`src/rtl/mips_cpu_instr_memory.sv`:
```
// ============================================================================
// Module  : mips_cpu_instr_memory
// Brief   : Loadable instruction memory for the Harvard MIPS fetch port with
//           zero-latency fetch, fetch counting, halt and fault reporting.
// Revision: 1.0 - initial release
// ============================================================================
`default_nettype none

module mips_cpu_instr_memory #(
   parameter int          DEPTH     = 64,
   parameter logic [31:0] BASE_ADDR = 32'hBFC00000,
   parameter int          COUNT_W   = 16
) (
   input  logic               clk,
   input  logic               reset,
   input  logic               clk_enable,
   input  logic               load_valid,
   output logic               load_ready,
   input  logic [31:0]        load_data,
   input  logic               load_last,
   output logic               mem_ready,
   input  logic [31:0]        instr_address,
   output logic [31:0]        instr_readdata,
   output logic [COUNT_W-1:0] fetch_count,
   output logic               halted,
   output logic               fault
);

   localparam int                AW          = $clog2(DEPTH);
   localparam logic [AW-1:0]     c_LAST_PTR  = AW'(DEPTH - 1);
   localparam logic [31:0]       c_WIN_BYTES = 32'(4 * DEPTH);
   localparam logic [COUNT_W-1:0] c_CNT_MAX  = '1;

   typedef enum logic [0:0] {
      S_LOAD = 1'b0,
      S_RUN  = 1'b1
   } state_t;

   state_t              r_state;
   state_t              w_state_nxt;
   logic [AW-1:0]       r_wr_ptr;
   logic [AW:0]         r_loaded;
   logic [31:0]         r_mem [DEPTH];
   logic [COUNT_W-1:0]  r_fetch_count;
   logic                r_halted;
   logic                r_fault;

   logic                w_run;
   logic                w_write;
   logic [31:0]         w_offset;
   logic                w_in_window;
   logic                w_aligned;
   logic                w_is_zero;
   logic [AW-1:0]       w_idx;
   logic                w_hit;
   logic                w_fault_evt;
   logic [31:0]         w_word;

   assign w_run   = (r_state == S_RUN);
   assign w_write = (r_state == S_LOAD) && load_valid && !reset;

   // Below-base addresses wrap to huge offsets, so one unsigned compare bounds both sides.
   assign w_offset    = instr_address - BASE_ADDR;
   assign w_in_window = (w_offset < c_WIN_BYTES);
   assign w_aligned   = (instr_address[1:0] == 2'b00);
   assign w_is_zero   = (instr_address == 32'd0);
   assign w_idx       = w_offset[AW+1:2];
   assign w_hit       = ({1'b0, w_idx} < r_loaded);
   assign w_fault_evt = w_run && !w_is_zero && !(w_in_window && w_aligned);
   assign w_word      = r_mem[w_idx];

   always_comb begin
      w_state_nxt    = r_state;
      load_ready     = 1'b0;
      mem_ready      = 1'b0;
      instr_readdata = 32'd0;
      case (r_state)
         S_LOAD: begin
            load_ready = 1'b1;
            if (w_write && (load_last || (r_wr_ptr == c_LAST_PTR))) begin
               w_state_nxt = S_RUN;
            end
         end
         S_RUN: begin
            mem_ready = 1'b1;
            if (!w_is_zero && w_in_window && w_aligned && w_hit) begin
               instr_readdata = {w_word[7:0], w_word[15:8], w_word[23:16], w_word[31:24]};
            end
         end
         default: w_state_nxt = S_LOAD;
      endcase
   end

   // Storage has no reset; stale words stay hidden behind r_loaded.
   always_ff @(posedge clk) begin
      if (w_write) begin
         r_mem[r_wr_ptr] <= load_data;
      end
   end

   always_ff @(posedge clk) begin
      if (reset) begin
         r_state       <= S_LOAD;
         r_wr_ptr      <= '0;
         r_loaded      <= '0;
         r_fetch_count <= '0;
         r_halted      <= 1'b0;
         r_fault       <= 1'b0;
      end else begin
         r_state <= w_state_nxt;
         if (w_write) begin
            r_wr_ptr <= r_wr_ptr + 1'b1;
            r_loaded <= r_loaded + 1'b1;
         end
         if (w_run && clk_enable) begin
            if (!r_halted && (r_fetch_count != c_CNT_MAX)) begin
               r_fetch_count <= r_fetch_count + 1'b1;
            end
            if (w_is_zero) begin
               r_halted <= 1'b1;
            end
            if (w_fault_evt) begin
               r_fault <= 1'b1;
            end
         end
      end
   end

   assign fetch_count = r_fetch_count;
   assign halted      = r_halted;
   assign fault       = r_fault;

endmodule

`default_nettype wire

```
`config.mk`:
```
export PLATFORM = sky130hd
export DESIGN_NAME = mips_cpu_instr_memory
export DESIGN_NICKNAME = d
export VERILOG_FILES = /design/src/rtl/mips_cpu_instr_memory.sv
export SDC_FILE = /design/constraint.sdc
export NUM_CORES = 2
export LEC_CHECK = 0
export CAP_MARGIN = 20
export CORE_UTILIZATION = 35
export DETAILED_ROUTE_END_ITERATION = 16
export PLACE_DENSITY = 0.55
export SYNTH_ARGS = -nofsm -noshare
export SYNTH_HDL_FRONTEND = slang
export SYNTH_SLANG_ARGS = --single-unit
```
`constraint.sdc`:
```
create_clock -name clk -period 5.6 [get_ports clk]
set_clock_uncertainty 0.2 [all_clocks]
set_input_delay 1.12 -clock clk [delete_from_list [all_inputs] [get_ports clk]]
set_output_delay 1.12 -clock clk [all_outputs]
set_load 0.05 [all_outputs]
```
# [After elaboration in Yosys (flattened, before gate mapping)]
# Memory sizes are Yosys's and may differ from the RTL's.
# Cells that the tools add are included.
[op_classes] magnitude_cmp=2 n_eq_ne=2 div_mod_pow=0 reduce_logical=21 add_sub_neg=4 shift=0 multipliers=0 mux=8 bitwise_logic=1
[op_table] operator="$mux W32" n=2
[op_table] operator="$logic_not A32 Y1" n=1
[op_table] operator="$lt A32 B9 Y1 const B" n=1
[op_table] operator="$sub A32 B32 Y32 const B" n=1
[op_table] operator="$add A16 B1 Y16 const B" n=1
[op_table] operator="$ne A16 B16 Y1 const B" n=1
[op_table] operator="$logic_and A1 B1 Y1" n=11
[op_table] operator="$add A7 B1 Y7 const B" n=1
[op_table] operator="$lt A6 B7 Y1" n=1
[op_table] operator="$add A6 B1 Y6 const B" n=1
[op_table] operator="$eq A6 B6 Y1 const B" n=1
[op_table] operator="$mux W1" n=6
[op_table] operator="$reduce_and A2 Y1" n=3
[op_table] operator="$logic_not A1 Y1" n=4
[op_table] operator="$logic_not A2 Y1" n=1
[op_table] operator="$logic_or A1 B1 Y1" n=1
[op_table] operator="$not A1 Y1" n=1
[word_totals] output_inout_bits=52 mem_bits_rw=2048 regBits=32 latchBits=0 memories=1 mem_bits_ro=0 in_bits=69 elab_cells=45
[mem_list] name="r_mem" depth=64 width=32 read_ports=1 rd_ports_with_merged_regs=0 wr=1 line_no="43" rtl="logic [31:0] r_mem [DEPTH];"

# [Depth between registers and ports, before layout]
[depth] word_depth=7 ltp_mapped=12 mapped_depth_nobuf=8

# [Least setup slack after synthesis]
# Ideal clock, no wire load.
[synth_path] kind="input-to-output" from="input port instr_address[11]" to="output port instr_readdata[21]" slack_ns=0.374 path_buffers=1 t_required_ns=4.280 stages=5 arrival_time_ns=3.906 cell_sequence="or4_4 -> nor4_2 -> o211ai_1 -> buf_4 -> nor4_1"
[synth_via] elab_chain_len=7 word_cells_on_any_way=9 classes_between="1 x add/sub; 1 x order compare; 2 x mux; 5 x reduce/logical"
[synth_rtl] element="start, declared" line_no="22" rtl="input logic [31:0] instr_address,"
[synth_rtl] element="$sub A32 B32 Y32 / $logic_not A32 Y1 (equally long branches)" line_no="63, 66"
[synth_rtl] element="$lt A32 B9 Y1 / $logic_not A1 Y1 (equally long branches)" line_no="64, 86"
[synth_rtl] element="$logic_and A1 B1 Y1 (*) (3 in a row)" line_no="86" rtl="if (!w_is_zero && w_in_window && w_aligned && w_hit) begin"
[synth_rtl] element="$mux W32 (*)" line_no="86"
[synth_rtl] element="$mux W32 (*)" line_no="77" rtl="case (r_state)"
[synth_rtl] element="end, declared" line_no="23" rtl="output logic [31:0] instr_readdata,"
# Every way passes the cells marked *; elsewhere a longest branch is shown, timed or not.

# [Final worst setup path]
[layout_path] from="input port instr_address[11]" to="output port instr_readdata[1]"
# Same word-level chain as after synthesis.

==> results.yml <==
status:
  status: "finished clean"
drt:
  wire_per_inst_um: 30.9
  firstDrtPassIters: 7
  routed_via_density: 5.48
  wl_mm: 229
  vias: 40612
  drc: 0
  ant_nets: 0
  drt-initial-drc-count: 4279
setup_path:
  cp_cell_sequence: "clkdlybuf4s50_1, or4_4, nor4_2, o211ai_1, buf_4, buf_6, a31oi_1, nor4b_4, buf_4, buf_12"
  arrival_ns: 4.24
  path_delay_family: "simple AND/OR/NAND/NOR gates"
  r2r_slack_ns: 2.11
  end_kind: "primary output"
  slowest_stage: "or4_4"
  path_buf_inv: 5
  crit_path_start: "instr_address[11]"
  r2r_end: "r_mem[0][5]"
  cp-endpoint: "instr_readdata[1]"
  crit_path_max_fanout: 31
  cp.depth: 10
  slowest_delay_ns: 0.55
  path_class: "input pin to primary output"
  worstPathRequired_ns: 4.28
  r2r_start: "r_state"
  rr_worst_depth: 7
  cp-start-kind: "input pin"
  crit_top_cell: "buf_4"
logic_synthesis:
  synth_area_mm2: 0.0807
  synth_top_area_share: 0.762
  synthesis.nets: 3897
  ys_ff_latch: 2080
  ys_top_cells_by_area: "edfxtp_1, mux4_2, mux2i_1, dfxtp_1, nor2_1"
  ys.flop_type: "edfxtp_1"
  synthArstFlopShare: 0
  yosysTopAreaCell: "edfxtp_1"
  syn_inst: 3820
  avgSynthCellArea_um2: 21.1
  yosysSeqAreaShare: 0.770
  yosys_warnings: 0
  synth_cell_types: 61
  synth-edff-count: 2048
global_routing:
  grt_pass1_wl_mm: 320
  track_usage: 0.196
  grt_max_degree: 92
  grt_pass1_vias: 40823
  overflow: 0
  antenna_found_initial: 13
power:
  power.clock.fraction: 0.420
  p_leak_nw: 29.8
  p_seq_frac: 0.529
  power.switching_w: 0.00689
  cellInternalPower_w: 0.0255
  swShare: 0.213
  p_comb_frac: 0.051
  worst_ir_drop_vdd_uv: 342
  powerDensity_mw_per_mm2: 342
sta:
  final.period_utilization: 0.992
  finalHoldViolCount: 0
  fmax_mhz: 180
  post-route-worst-setup-slack_ns: 0.0427
  drv_slew: 0
  fin_tns_setup_ns: 0
  rsz0062_at_grt: "no"
  fin_crit_ns: 5.56
  finalSetupViolCount: 0
  max_slew_margin: 0.258
  worst_pin_slew_ns: 1.11
hold_path:
  holdCritPathClass: "flop to flop"
cells_and_area:
  final.fill_count: 19937
  drive_gt1_frac: 0.279
  mostFrequentLayoutCells: "edfxtp_1, mux4_2, buf_4"
  fin_area_mm2: 0.0946
  synthToLayoutAreaGrowth_pct: 17.3
  final_cells: 7410
  final_common_cell: "edfxtp_1"
  layout.nets: 4309
clocking:
  cts.sinks: 2080
  ctsHtreeMaxLevel: 4
  path_clk_slew_ns: 0.06
  worstSkewPairLatency_ns: 0.84
  holdBufCountCts: 0
  numCtsBuffers: 200
  clockRootBuffer: "clkbuf_16"
  cts_tree: "built"
  cts_setup_buffers: 0
  max-clock-path-buffers: 3
place:
  dpl-instance-area_mm2: 0.0876
  place_congestion: 0.808
  portBuffers: 120
  pre_cts_ws_ns: -0.357
  dp_hpwl_mm: 132
  post-place-cells: 7022
flow_run:
  max_cap_violations: 0
floorplanning:
  fp.dieH_um: 482
  rows: 175
  die-area_mm2: 0.232
  start_util: 0.354
  core_area_mm2: 0.228
  die_w_um: 482
  ios: 121
[worst min path at each step]
stage / from / cells past startpoint / end
5_1_grt: fault / 2 / fault
3_5_place_dp: fault / 2 / fault
4_1_cts: fault / 2 / fault
6_report: fault / 2 / fault
3_3_place_gp: fault / 2 / fault
2_1_floorplan: r_loaded[1] / 2 / r_loaded[1]
[tightest hold or removal path: cells and delay by family (launching register included)]
kind | cells | cell delay (ns)
DFF | 1 | 0.31
buffers and inverters | 1 | 0.05
AOI/OAI and AO/OA | 1 | 0.05
[synth_stat cells (34+ instances only)]
master	instances
nor2_1	167
a22oi_1	69
mux2i_1	227
nand3_1	34
edfxtp_1	2048
buf_2	53
mux4_2	419
clkbuf_1	77
mux2_2	39
o22ai_1	52
o21ai_0	58
a21oi_1	61
nand2_1	92
nor3_1	41
[routing by layer]
| metal | GRT usage | share of wire | up-vias |
|---|---|---|---|
| met3 | 0.0314 | 0.064 | 304 |
| li1 | - | - | 16818 |
| met1 | 0.264 | 0.41 | 21939 |
| met4 | 0.0549 | 0.025 | 12 |
| met5 | 0 | 0.00035 | - |
| met2 | 0.329 | 0.50 | 1539 |
[cell families after synthesis]
kind of cell	count (synthesis)	share of synthesized area
DFF	2080	0.770
muxes	685	0.151
and+or+nand+nor	421	0.0242
AOI/OAI and AO/OA	375	0.0316
buffers and inverters	229	0.0199
xor gates and xnor gates	22	0.00239
adders and majority gates	8	0.00124
[flip-flops by register name, indices dropped and copies added (netlist names)]
| name | count |
|---|---|
| fault | 1 |
| fetch_count | 16 |
| halted | 1 |
| r_loaded | 7 |
| r_mem | 2048 |
| r_state | 1 |
| r_wr_ptr | 6 |
[metrics by stage]
step / power (W) / util / hold slack (ns)
3_3_place_gp: 0.0191 / 0.384 / 0.237
2_1_floorplan: 0.0183 / - / 0.280
6_report: 0.0324 / 0.415 / 0.253
5_1_grt: 0.0332 / 0.415 / 0.278
4_1_cts: 0.0326 / 0.413 / 0.260
3_5_place_dp: 0.0191 / 0.384 / 0.247
[cell type report]
class                           count  area, µm²  share of cell area
Sequential cell                  2080      62100               0.657
Multi-Input combinational cell   1511      17600               0.186
Clock buffer                      248       5250              0.0554
Timing Repair Buffer              426       4520              0.0478
Tap cell                         3009       3760              0.0398
Clock inverter                    122       1330              0.0140
Inverter                           13       51.3            0.000542
Antenna cell                        1       2.50           0.0000264
[power by group through the flow]
| stage | Sequential [W] | Combinational (W) | Clock (W) |
|---|---|---|---|
| finish | 0.0171 | 0.00164 | 0.0136 |
| global route | 0.0171 | 0.00174 | 0.0144 |
| floorplan | 0.0175 | 0.000848 | 0 |
| CTS | 0.0171 | 0.00163 | 0.0138 |
| detailed placement | 0.0175 | 0.00162 | 0 |
| global placement | 0.0175 | 0.00160 | 0 |
[timing repair]
| action | CTS | global route |
|---|---|---|
| gates resized for setup | 13 | 4 |
| pin swaps | 1 | 0 |
| setup endpoints to repair | 11 | 3 |
No activity file was read; power rests on OpenSTA's default activity.
